$ cat src/rtl/preg_reclaim_if.sv
// Commit-to-free-list reclaim bus: dual-slot commit side plus
// the one-per-cycle release strobe and status/error flags.
// Optional PREG_DOUBLE_FREE_CHECK_EN adds double_free_err.
interface preg_reclaim_if #(
  parameter int DEPTH = 16
);
  localparam int OW = $clog2(DEPTH) + 1;

  logic [1:0]    commit_valid;
  logic [5:0]    commit_old_phys0;
  logic [5:0]    commit_old_phys1;
  logic          commit_ready;
  logic          free_en;
  logic [5:0]    free_phys;
  logic [OW-1:0] occupancy;
  logic          overflow_err;
  logic          range_err;
`ifdef PREG_DOUBLE_FREE_CHECK_EN
  logic          double_free_err;

  modport master (
    output commit_valid, commit_old_phys0, commit_old_phys1,
    input  commit_ready, free_en, free_phys, occupancy,
    input  overflow_err, range_err, double_free_err
  );
  modport slave (
    input  commit_valid, commit_old_phys0, commit_old_phys1,
    output commit_ready, free_en, free_phys, occupancy,
    output overflow_err, range_err, double_free_err
  );
`else
  modport master (
    output commit_valid, commit_old_phys0, commit_old_phys1,
    input  commit_ready, free_en, free_phys, occupancy,
    input  overflow_err, range_err
  );
  modport slave (
    input  commit_valid, commit_old_phys0, commit_old_phys1,
    output commit_ready, free_en, free_phys, occupancy,
    output overflow_err, range_err
  );
`endif
endinterface

$ cat src/rtl/preg_reclaim_queue.sv
// Reclaim FIFO: takes up to two retiring old tags per cycle from
// commit, releases one per cycle (registered) to the free list.
// Ports: clk, reset (async, active-high), bus (preg_reclaim_if.slave):
//   commit_valid/commit_old_phys0/1 in, commit_ready, free_en,
//   free_phys, occupancy, overflow_err, range_err out.
// Optional macro PREG_DOUBLE_FREE_CHECK_EN: pending-tag mask that
// drops duplicate releases and pulses bus.double_free_err.
module preg_reclaim_queue #(
  parameter int PHYS_REGS = 64,
  parameter int DEPTH     = 16
) (
  input  logic           clk,
  input  logic           reset,
  preg_reclaim_if.slave  bus
);
  localparam int AW = $clog2(DEPTH);
  localparam int OW = AW + 1;
  localparam int TW = 6;
  localparam logic [TW:0]   PR_LIM  = (TW+1)'(PHYS_REGS);
  localparam logic [OW-1:0] RDY_LIM = OW'(DEPTH - 2);

  logic [TW-1:0] mem_q [DEPTH];
  logic [AW-1:0] head_q, head_d;
  logic [AW-1:0] tail_q, tail_d;
  logic [OW-1:0] occ_q, occ_d;
  logic          fen_q, fen_d;
  logic [TW-1:0] fph_q, fph_d;
  logic          ovf_q, ovf_d;
  logic          rng_q, rng_d;

  logic          ready;
  logic          v0, v1;
  logic [TW-1:0] t0, t1;
  logic          in0, in1;
  logic          dup0, dup1;
  logic          acc0, acc1;
  logic          deq;
  logic [OW-1:0] enq_n;
  logic [AW-1:0] wa1;

  assign v0 = bus.commit_valid[0];
  assign v1 = bus.commit_valid[1];
  assign t0 = bus.commit_old_phys0;
  assign t1 = bus.commit_old_phys1;

  // Ready looks only at the registered count; a same-cycle
  // dequeue is deliberately not credited.
  assign ready = (occ_q <= RDY_LIM);
  assign in0   = ({1'b0, t0} < PR_LIM);
  assign in1   = ({1'b0, t1} < PR_LIM);

`ifdef PREG_DOUBLE_FREE_CHECK_EN
  logic [PHYS_REGS-1:0] pend_q, pend_d;
  logic                 dfe_q, dfe_d;

  // Slot 1 repeating slot 0's tag loses even when slot 0 is new.
  assign dup0 = in0 && pend_q[t0];
  assign dup1 = in1 && (pend_q[t1] || (v0 && in0 && t1 == t0));
  assign bus.double_free_err = dfe_q;
`else
  assign dup0 = 1'b0;
  assign dup1 = 1'b0;
`endif

  assign acc0  = ready && v0 && in0 && !dup0;
  assign acc1  = ready && v1 && in1 && !dup1;
  assign enq_n = OW'(acc0) + OW'(acc1);
  assign deq   = (occ_q != '0);
  assign wa1   = acc0 ? tail_q + AW'(1) : tail_q;

  always_comb begin
    head_d = head_q + AW'(deq);
    tail_d = tail_q + AW'(enq_n);
    occ_d  = occ_q + enq_n - OW'(deq);
    fen_d  = deq;
    fph_d  = deq ? mem_q[head_q] : fph_q;
    ovf_d  = !ready && (v0 || v1);
    rng_d  = ready && ((v0 && !in0) || (v1 && !in1));
  end

`ifdef PREG_DOUBLE_FREE_CHECK_EN
  always_comb begin
    pend_d = pend_q;
    dfe_d  = ready && ((v0 && dup0) || (v1 && dup1));
    if (deq)
      pend_d[mem_q[head_q]] = 1'b0;
    if (acc0)
      pend_d[t0] = 1'b1;
    if (acc1)
      pend_d[t1] = 1'b1;
  end

  always_ff @(posedge clk or posedge reset) begin
    if (reset) begin
      pend_q <= '0;
      dfe_q  <= 1'b0;
    end else begin
      pend_q <= pend_d;
      dfe_q  <= dfe_d;
    end
  end
`endif

  // Storage needs no reset: occupancy alone defines validity.
  always_ff @(posedge clk) begin
    if (acc0)
      mem_q[tail_q] <= t0;
    if (acc1)
      mem_q[wa1] <= t1;
  end

  always_ff @(posedge clk or posedge reset) begin
    if (reset) begin
      head_q <= '0;
      tail_q <= '0;
      occ_q  <= '0;
      fen_q  <= 1'b0;
      fph_q  <= '0;
      ovf_q  <= 1'b0;
      rng_q  <= 1'b0;
    end else begin
      head_q <= head_d;
      tail_q <= tail_d;
      occ_q  <= occ_d;
      fen_q  <= fen_d;
      fph_q  <= fph_d;
      ovf_q  <= ovf_d;
      rng_q  <= rng_d;
    end
  end

  assign bus.commit_ready = ready;
  assign bus.free_en      = fen_q;
  assign bus.free_phys    = fph_q;
  assign bus.occupancy    = occ_q;
  assign bus.overflow_err = ovf_q;
  assign bus.range_err    = rng_q;
endmodule

$ cat src/flat_wrapper.sv
// flat-port wrapper written by rule: the top's interface ports become plain ports
module preg_reclaim_queue_flat 
#(
  parameter int PHYS_REGS = 64,
  parameter int DEPTH     = 16
)
  (clk, reset, bus_commit_valid, bus_commit_old_phys0, bus_commit_old_phys1, bus_commit_ready, bus_free_en, bus_free_phys, bus_occupancy, bus_overflow_err, bus_range_err);
  preg_reclaim_if #(.DEPTH(DEPTH)) bus_i ();
  input  logic clk;
  input  logic reset;
  input wire logic [$bits(bus_i.commit_valid)-1:0] bus_commit_valid;
  input wire logic [$bits(bus_i.commit_old_phys0)-1:0] bus_commit_old_phys0;
  input wire logic [$bits(bus_i.commit_old_phys1)-1:0] bus_commit_old_phys1;
  output wire logic [$bits(bus_i.commit_ready)-1:0] bus_commit_ready;
  output wire logic [$bits(bus_i.free_en)-1:0] bus_free_en;
  output wire logic [$bits(bus_i.free_phys)-1:0] bus_free_phys;
  output wire logic [$bits(bus_i.occupancy)-1:0] bus_occupancy;
  output wire logic [$bits(bus_i.overflow_err)-1:0] bus_overflow_err;
  output wire logic [$bits(bus_i.range_err)-1:0] bus_range_err;
  assign bus_i.commit_valid = bus_commit_valid;
  assign bus_i.commit_old_phys0 = bus_commit_old_phys0;
  assign bus_i.commit_old_phys1 = bus_commit_old_phys1;
  assign bus_commit_ready = bus_i.commit_ready;
  assign bus_free_en = bus_i.free_en;
  assign bus_free_phys = bus_i.free_phys;
  assign bus_occupancy = bus_i.occupancy;
  assign bus_overflow_err = bus_i.overflow_err;
  assign bus_range_err = bus_i.range_err;
  preg_reclaim_queue #(.PHYS_REGS(PHYS_REGS), .DEPTH(DEPTH)) u_core (.clk(clk), .reset(reset), .bus(bus_i));
endmodule
$ cat config.mk
export PLATFORM = sky130hd
export DESIGN_NAME = preg_reclaim_queue_flat
export DESIGN_NICKNAME = d
export VERILOG_FILES = /design/src/rtl/preg_reclaim_if.sv /design/src/rtl/preg_reclaim_queue.sv /design/src/flat_wrapper.sv
export SDC_FILE = /design/constraint.sdc
export NUM_CORES = 1
export LEC_CHECK = 0
export ABC_CLOCK_PERIOD_IN_PS = 5400
export BUFFER_PORTS_ARGS = -buffer_cell sky130_fd_sc_hd__buf_2
export CAP_MARGIN = 20
export CORE_MARGIN = 1.5
export CORE_UTILIZATION = 35
export CTS_CLUSTER_SIZE = 20
export DETAILED_ROUTE_END_ITERATION = 6
export MAX_ROUTING_LAYER = met4
export PLACE_DENSITY_LB_ADDON = 0.3
export REMOVE_ABC_BUFFERS = 1
export SYNTH_ARGS = -nofsm -noshare
export SYNTH_HDL_FRONTEND = slang
export SYNTH_SLANG_ARGS = --single-unit
$ cat constraint.sdc
create_clock -name clk -period 5.4 [get_ports clk]
set_input_delay 0.54 -clock clk [delete_from_list [all_inputs] [get_ports clk]]
set_output_delay 0.54 -clock clk [all_outputs]
set_load 0.02 [all_outputs]
**After elaboration in Yosys (flattened, before gate mapping)**

Memory sizes are Yosys's and may differ from the RTL's. A register that Yosys moved wholly into a read port is not among the register bits.
Cells that the tools add are included.

- Register bits after elaboration: 15
- Bits in writable memories: 96
- Input bits: 16
- Output and inout port bits: 15
- Word-level logic and storage cells: 24
- Memories kept: 1

- Add/sub/neg operators: 6
- Order comparisons: 1
- Multiplexer cells: 5
- Reductions and logical operators: 6

Memories:

| name | words | width | rd ports | clocked after Yosys merged registers in | wr ports | line | source |
|---|---|---|---|---|---|---|---|
| u_core.mem_q | 16 | 6 | 1 | 1 | 2 | preg_reclaim_queue.sv:22 | `logic [TW-1:0] mem_q [DEPTH];` |

Operators by type and width:

| operator | number |
|---|---|
| 5-bit adder | 1 |
| 5-bit by 4-bit <= comparator with 1-bit output, second input constant | 1 |
| 5-bit nonzero test | 1 |
| 5-bit by 1-bit subtractor with 5-bit output | 1 |
| 4-bit by 1-bit adder with 4-bit output | 1 |
| 4-bit by 1-bit adder with 4-bit output, second input constant | 1 |
| 4-bit adder | 1 |
| 1-bit 2-to-1 mux | 4 |
| 4-bit 2-to-1 mux | 1 |
| 1-bit logical AND | 3 |
| 1-bit by 1-bit adder with 2-bit output | 1 |
| 1-bit zero test | 1 |
| 1-bit logical OR | 1 |

**Logic depth before layout (Yosys ltp)**

Gate-level depths: netlist of run 1.

- Depth after elaboration: 5
- Depth in mapped cells: 15
- Gate-level depth less buffers: 14

**Worst setup path after synthesis of run 1**

Ideal clock, no wire load.

- Path type: reg-to-reg
- From: reg u_core.occ_q[2] (netlist: u_core.bus.occupancy[2])
- To: reg u_core.occ_q[4] (netlist: u_core.bus.occupancy[4])
- Library setup time: 0.122 ns
- Data arrival time: 2.875 ns
- Required time: 5.278 ns
- Setup slack: 2.403 ns
- Stages on the path, launching flop included: 16
- Buffers on the path: 1
- Period minus slack after synthesis: 2.997 ns
- Cells stage by stage: dfrtp_1 inv_1 ha_1 nor4b_1 inv_1 buf_2 ha_1 inv_1 ha_1 inv_1 fa_1 inv_1 a21oi_1 nor2_1 nor2_1 xnor2_1

- Elaborated cells between the ends (all ways): 7
- Classes of those cells: add/sub (3); order compare (1); reduce/logical (3)

RTL lines:

| what | line | source |
|---|---|---|
| from (decl) | preg_reclaim_queue.sv:25 | `logic [OW-1:0] occ_q, occ_d;` |
| from (signal assigned) | preg_reclaim_queue.sv:116 | `occ_q <= '0;` |
| from (signal assigned) | preg_reclaim_queue.sv:124 | `occ_q <= occ_d;` |
| 5-bit nonzero test | preg_reclaim_queue.sv:68 | `assign deq = (occ_q != '0);` |
| via u_core.deq | preg_reclaim_queue.sv:37 | `logic deq;` |
| 5-bit by 1-bit subtractor with 5-bit output | preg_reclaim_queue.sv:74 | `occ_d = occ_q + enq_n - OW'(deq);` |
| via u_core.occ_d[4] | preg_reclaim_queue.sv:25 |  |

The timed path passes the listed nets, and every way through them passes these cells.

==> flow_metrics.env, run 1 <==
export IMPL_status="complete, no violations"
export IMPL_netlist_area_sq_mm=0.00647
export IMPL_io_pins=31
export IMPL_yosys_most_used_dff="edfxtp_1"
export IMPL_clk_latency_ps=420
export IMPL_grt_pass1_vias=4144
export IMPL_fin_crit_sh=0.628
export IMPL_slew_headroom=0.339
export IMPL_drt_wirelength_per_cell_microns=22.9
export IMPL_grt_max_degree=25
export IMPL_yosys_cell_count_top_type="mux2_2"
export IMPL_cts_tree="yes"
export IMPL_htree_levels=4
export IMPL_synth_common_cells="mux2_2, edfxtp_1, mux4_2, clkbuf_1, dfrtp_1"
export IMPL_fin_skew_ps=5.38
export IMPL_grt_ovfl_total=0
export IMPL_endpoint_kind="register"
export IMPL_synth_top_family_by_area="multiplexers"
export IMPL_cts_max_path_buffers=2
export IMPL_worstPathArrival_ps=3510
export IMPL_antenna_found_initial=0
export IMPL_final_nets=504
export IMPL_root_buffer="clkbuf_16"
export IMPL_grt_first_pass_wirelength_microns=25600
export IMPL_r2r_slack_ps=2010
export IMPL_fin_crit_ps=3390
export IMPL_ys_types=52
export IMPL_portBuffers=29
export IMPL_yosysTopAreaCell="edfxtp_1"
export IMPL_synth_compound_area_frac=0.0551
export IMPL_place_congestion=0.910
export IMPL_setup_viol=0
export IMPL_synthAdderAreaFrac=0.0410
export IMPL_routed_wl_microns=16300
export IMPL_diodes=0
export IMPL_muxShareOfSynthArea=0.261
export IMPL_drive_above_1_share=0.426
export IMPL_cts_sinks=117
export IMPL_holdCritPathClass="in2async"
export IMPL_rows=49
export IMPL_drtIter0Drc=287
export IMPL_holdWs_ps=298
export IMPL_cts_buffers=17
export IMPL_endpoint="u_core.mem_q[9][5]$_DFFE_PP_"
export IMPL_postRouteAntennaNets=0
export IMPL_die_y_microns=139
export IMPL_synth_seq_cells=117
export IMPL_synth_xor_area_frac=0.0108
export IMPL_irDropWorstVdd_uv=226
export IMPL_pre_cts_ws_ps=2040
export IMPL_async_reset_ff_frac=0.179
export IMPL_cts_hold_fix_buffers=0
export IMPL_required_ps=5520
export IMPL_nFillCells=1685
export IMPL_grt_usage=0.185
export IMPL_tns_ps=0
export IMPL_worst_slack_ps=2010
export IMPL_rsz0062_at_grt="no"
export IMPL_hold_viol_final=0
export IMPL_synth_edf_count=96
export IMPL_core_area_sq_mm=0.0180
export IMPL_reg2reg_to="u_core.mem_q[9][5]$_DFFE_PP_"
export IMPL_vias=3952
export IMPL_vias_per_cell=5.57
export IMPL_p_leak_nw=2.63
export IMPL_synth_simple_area_share=0.0742
export IMPL_start_util=0.359
export IMPL_pwr_density_cell_mw_per_mm2=536
export IMPL_area_growth_pct=14.4
export IMPL_path_clk_slew_ps=60
export IMPL_die_area_sq_mm=0.0193
export IMPL_worstReg2RegStart="u_core.bus.occupancy[4]$_DFF_PP0_"
export IMPL_multi_input_area_sq_mm=0.00286
export IMPL_max_freq_ghz=0.295
export IMPL_worstSetupStartpointType="register"
export IMPL_yosysTopAreaCellShare=0.445
export IMPL_die_x_microns=139
export IMPL_remaining_drc_errors=0
export IMPL_slew_viol_final=0
export IMPL_postCtsResizedCells=0
export IMPL_synth_area_top_cells="edfxtp_1, mux2_2, mux4_2"
export IMPL_dpl_hpwl_microns=11000
export IMPL_yosysSeqAreaShare=0.526
export IMPL_cp_max_fo=9
export IMPL_worst_pin_slew_ps=967
export IMPL_dr_pass1_iters=4
export IMPL_syn_area_per_cell_sq_um=14.5
export IMPL_critical_path_class="reg2reg"
export IMPL_cp_startpoint="u_core.bus.occupancy[4]$_DFF_PP0_"
export IMPL_drv_cap=0
export IMPL_r2r_cells=7
export IMPL_synth_cells=447
export IMPL_yosysWarnings=0
export IMPL_final_seq_area_sq_mm=0.00341
export IMPL_post_cts_setup_buffers=0
cell families (layout without fill, tap and decap cells):
kind of cell / after synthesis / in the layout
AND/OR/NAND/NOR: 80 / 80
AO/OA/AOI/OAI: 45 / 45
XOR/XNOR: 8 / 8
other: 1 / 1
flip-flops: 117 / 117
buffers and inverters: 50 / 84
adder cells (fa/ha/maj): 20 / 20
multiplexers: 126 / 126
flip-flops by register name, summed over array words and instances (netlist names):
| name | flops |
|---|---|
| u_core.bus.free_en | 1 |
| u_core.bus.free_phys | 6 |
| u_core.bus.occupancy | 5 |
| u_core.bus.overflow_err | 1 |
| u_core.head_q | 4 |
| u_core.mem_q | 96 |
| u_core.tail_q | 4 |
metal layers:
layer	routed length [microns]	share of wire	vias up	track usage
met5	0	0	-	-
met4	410	0.025	0	0.0784
met3	954	0.059	28	0.0390
met2	7850	0.48	118	0.283
met1	7070	0.43	2036	0.238
li1	-	-	1770	-
critical path, cell delays in order (launching register included):
cell	delay (ps)
dfrtp_1	530
inv_1	80
ha_1	180
and3_1	280
a21oi_1	690
nand3_1	280
o32ai_1	770
buf_2	300
report_power, final:
| group | switching [mW] | total (mW) | internal, mW |
|---|---|---|---|
| combinational | 0.786 | 1.42 | 0.631 |
| sequential | 0.229 | 1.40 | 1.18 |
| clock | 0.409 | 1.15 | 0.737 |
worst min path at each step:
| stage | from | to | slack (ps) | cells after the start |
|---|---|---|---|---|
| 6_report | reset | u_core.bus.free_phys[5]$_DFFE_PP0N_ | 300 | 2 |
| 5_1_grt | reset | u_core.bus.free_phys[5]$_DFFE_PP0N_ | 380 | 2 |
| 4_1_cts | reset | u_core.bus.free_phys[5]$_DFFE_PP0N_ | 340 | 2 |
| 3_5_place_dp | u_core.bus.free_phys[4]$_DFFE_PP0N_ | u_core.bus.free_phys[4]$_DFFE_PP0N_ | 560 | 2 |
| 3_3_place_gp | u_core.bus.free_phys[4]$_DFFE_PP0N_ | u_core.bus.free_phys[4]$_DFFE_PP0N_ | 560 | 2 |
| 2_1_floorplan | reset | u_core.bus.free_en$_DFF_PP0_ | 520 | 1 |
metrics by stage:
step / total power, mW / area [sq um] / instances / utilization
2_1_floorplan: 2.37 / 6340 / 415 / -
3_3_place_gp: 2.80 / 6800 / 677 / 0.377
3_5_place_dp: 2.84 / 6810 / 678 / 0.378
4_1_cts: 4.00 / 7410 / 710 / 0.411
5_1_grt: 4.20 / 7410 / 710 / 0.411
6_report: 3.97 / 7410 / 710 / 0.411
cell type report:
type / count / area share
clock buffer: 20 / 0.0603
clock inverter: 12 / 0.0208
inverter: 18 / 0.00912
multi-input combinational: 280 / 0.387
sequential: 117 / 0.460
tap: 229 / 0.0387
timing repair buffer: 34 / 0.0243
placed cells by master (no fill, tap or decap), types with 4 or more instances in the layout:
cell | synthesis | final
a211oi_1 | 5 | 5
a21oi_1 | 7 | 7
a31o_2 | 4 | 4
a41o_1 | 6 | 6
buf_2 | 9 | 30
buf_4 | 1 | 4
clkbuf_16 | 0 | 17
dfrtp_1 | 21 | 21
edfxtp_1 | 96 | 96
ha_1 | 18 | 18
inv_1 | 18 | 18
mux2_2 | 98 | 98
mux4_2 | 24 | 24
nand2_1 | 9 | 9
nand2b_1 | 4 | 4
nand3_1 | 4 | 4
nor2_1 | 20 | 20
nor2_2 | 7 | 7
nor2b_1 | 9 | 9
nor3_1 | 11 | 11
nor3_4 | 4 | 4
o22ai_1 | 4 | 4
xnor2_1 | 5 | 5
Note: power is estimated with default switching activity, not from simulation.
==> run 2, diff against run 1 <==
--- a/config.mk
+++ b/config.mk
@@ -5,7 +5,7 @@
 export SDC_FILE = /design/constraint.sdc
 export NUM_CORES = 1
 export LEC_CHECK = 0
-export ABC_CLOCK_PERIOD_IN_PS = 5400
+export ABC_CLOCK_PERIOD_IN_PS = 3100
 export BUFFER_PORTS_ARGS = -buffer_cell sky130_fd_sc_hd__buf_2
 export CAP_MARGIN = 20
 export CORE_MARGIN = 1.5
==> constraint.sdc (replaced) <==
create_clock -name clk -period 3.1 [get_ports clk]
set_input_delay 0.31 -clock clk [delete_from_list [all_inputs] [get_ports clk]]
set_output_delay 0.31 -clock clk [all_outputs]
set_load 0.02 [all_outputs]
==> flow_metrics.env, run 2 (synthesis results as in run 1) <==
export IMPL_die_x_microns=139
export IMPL_postCtsResizedCells=0
export IMPL_rows=49
export IMPL_cts_max_path_buffers=2
export IMPL_endpoint_kind="register"
export IMPL_place_congestion=0.846
export IMPL_pre_cts_ws_ps=282
export IMPL_clk_latency_ps=430
export IMPL_diodes=0
export IMPL_grt_pass1_vias=4192
export IMPL_antenna_found_initial=0
export IMPL_holdCritPathClass="in2async"
export IMPL_crit_buf_inv=2
export IMPL_cts_buffers=17
export IMPL_final_nets=524
export IMPL_p_clk_frac=0.289
export IMPL_final_common_cell="mux2_2"
export IMPL_postRouteAntennaNets=0
export IMPL_die_y_microns=139
export IMPL_pwr_density_cell_mw_per_mm2=937
export IMPL_irDropWorstVdd_uv=435
export IMPL_final_seq_area_sq_mm=0.00341
export IMPL_holdWs_ps=76.1
export IMPL_core_area_sq_mm=0.0180
export IMPL_place_inst=698
export IMPL_combPwrFrac=0.387
export IMPL_drv_cap=0
export IMPL_switchingPower_mw=2.50
export IMPL_top_register="u_core.mem_q"
export IMPL_path_clk_slew_ps=50
export IMPL_vias=4024
export IMPL_worstPathArrival_ps=3140
export IMPL_use_met1=0.233
export IMPL_final_cell_mix="mux2_2, edfxtp_1, buf_2, buf_4, mux4_2"
export IMPL_dr_pass1_iters=4
export IMPL_critPathTopFamily="adder cells"
export IMPL_use_met3=0.0363
export IMPL_slowest_stage="fa_1"
export IMPL_p_seq_frac=0.325
export IMPL_p_leak_nw=2.74
export IMPL_start_util=0.359
export IMPL_htree_levels=4
export IMPL_cts_hold_fix_buffers=0
export IMPL_grt_first_pass_wirelength_microns=25100
export IMPL_status="complete, no violations"
export IMPL_nFillCells=1674
export IMPL_routed_wl_microns=16300
export IMPL_post_cts_setup_buffers=0
export IMPL_cp_max_fo=6
export IMPL_switching_share=0.353
export IMPL_remaining_drc_errors=0
export IMPL_grt_busiest_layer="met2"
export IMPL_multi_input_area_sq_mm=0.00286
export IMPL_io_pins=31
export IMPL_worst_pin_slew_ps=895
export IMPL_worstSetupStartpointType="register"
export IMPL_fin_crit_ps=2820
export IMPL_cts_tree="yes"
export IMPL_worst_slack_ps=276
export IMPL_required_ps=3410
export IMPL_tns_ps=0
export IMPL_slowest_delay_ps=470
export IMPL_cp_common_cell="ha_1"
export IMPL_hold_viol_final=0
export IMPL_grt_ovfl_total=0
export IMPL_rsz0062_at_grt="no"
export IMPL_die_area_sq_mm=0.0193
export IMPL_internal_power_mw=4.59
export IMPL_path_cells="ha_1 > and3_1 > a21oi_2 > ha_1 > inv_1 > ha_1 > fa_1 > inv_1 > a21oi_1 > nor2_1 > nor2_1 > xnor2_1"
export IMPL_root_buffer="clkbuf_16"
export IMPL_setup_viol=0
export IMPL_dpl_hpwl_microns=11200
export IMPL_area_growth_pct=17.0
export IMPL_max_freq_ghz=0.354
export IMPL_vias_per_cell=5.51
export IMPL_fin_cells=730
export IMPL_drive_above_1_share=0.449
export IMPL_fin_skew_ps=11.8
export IMPL_fin_crit_sh=0.911
export IMPL_drtIter0Drc=315
export IMPL_grt_usage=0.180
export IMPL_portBuffers=29
export IMPL_use_met2=0.282
export IMPL_cts_sinks=117
export IMPL_slew_viol_final=0
export IMPL_grt_max_degree=25
export IMPL_drt_wirelength_per_cell_microns=22.4
export IMPL_critical_path_class="reg2reg"
export IMPL_slew_headroom=0.403
export IMPL_largest_reg_flops=96
## run 2: cell types whose count changed in the layout (fill, tap and decap cells not counted)
cell / change
buf_2: -1
buf_4: +21
bufinv_16: +1
clkbuf_1: -2
clkbuf_8: -1
clkinv_1: +2
clkinv_2: +1
clkinv_4: +1
inv_6: -2
## run 2: layout make-up
| type | instances | area share |
|---|---|---|
| Multi-Input combinational cell | 280 | 0.378 |
| Inverter | 18 | 0.00892 |
| Clock inverter | 15 | 0.0248 |
| Tap cell | 229 | 0.0378 |
| Clock buffer | 17 | 0.0562 |
| Sequential cell | 117 | 0.450 |
| Timing Repair Buffer | 54 | 0.0440 |
## run 2: metrics by stage
step           power [mW]  cell area, sq um   util
4_1_cts              7.13              7570  0.420
3_3_place_gp         5.02              6960  0.386
6_report             7.09              7570  0.420
5_1_grt              7.49              7570  0.420
2_1_floorplan        4.13              6340      -
3_5_place_dp         5.08              6960  0.386
## run 2: final timing paths
check	start	endpoint	slack, ps	cells after the start
worst min-delay path	reset	u_core.bus.occupancy[2]$_DFF_PP0_	80	2
max in group asynchronous	reset	u_core.bus.free_phys[0]$_DFFE_PP0N_	2470	2
min in group clk	bus_commit_valid[1]	u_core.bus.overflow_err$_DFF_PP0_	130	3
worst max-delay path	u_core.bus.occupancy[3]$_DFF_PP0_	u_core.bus.occupancy[4]$_DFF_PP0_	280	12
worst min register to register	u_core.bus.free_phys[3]$_DFFE_PP0N_	u_core.bus.free_phys[3]$_DFFE_PP0N_	560	2
worst max register to register	u_core.bus.occupancy[3]$_DFF_PP0_	u_core.bus.occupancy[4]$_DFF_PP0_	280	12
## run 2: routing by layer
metal	vias up	part of all wire	routed length [microns]
met2	102	0.49	7970
met5	-	0	0
li1	1810	-	-
met3	14	0.041	670
met4	0	0.014	229
met1	2098	0.46	7450
## run 2: power groups by stage
stage,logic [mW],clock network (mW),registers [mW]
floorplan,1.64,0,2.49
global placement,2.69,0,2.33
detailed placement,2.74,0,2.34
CTS,2.76,2.07,2.31
global route,3.01,2.14,2.34
finish,2.74,2.05,2.30
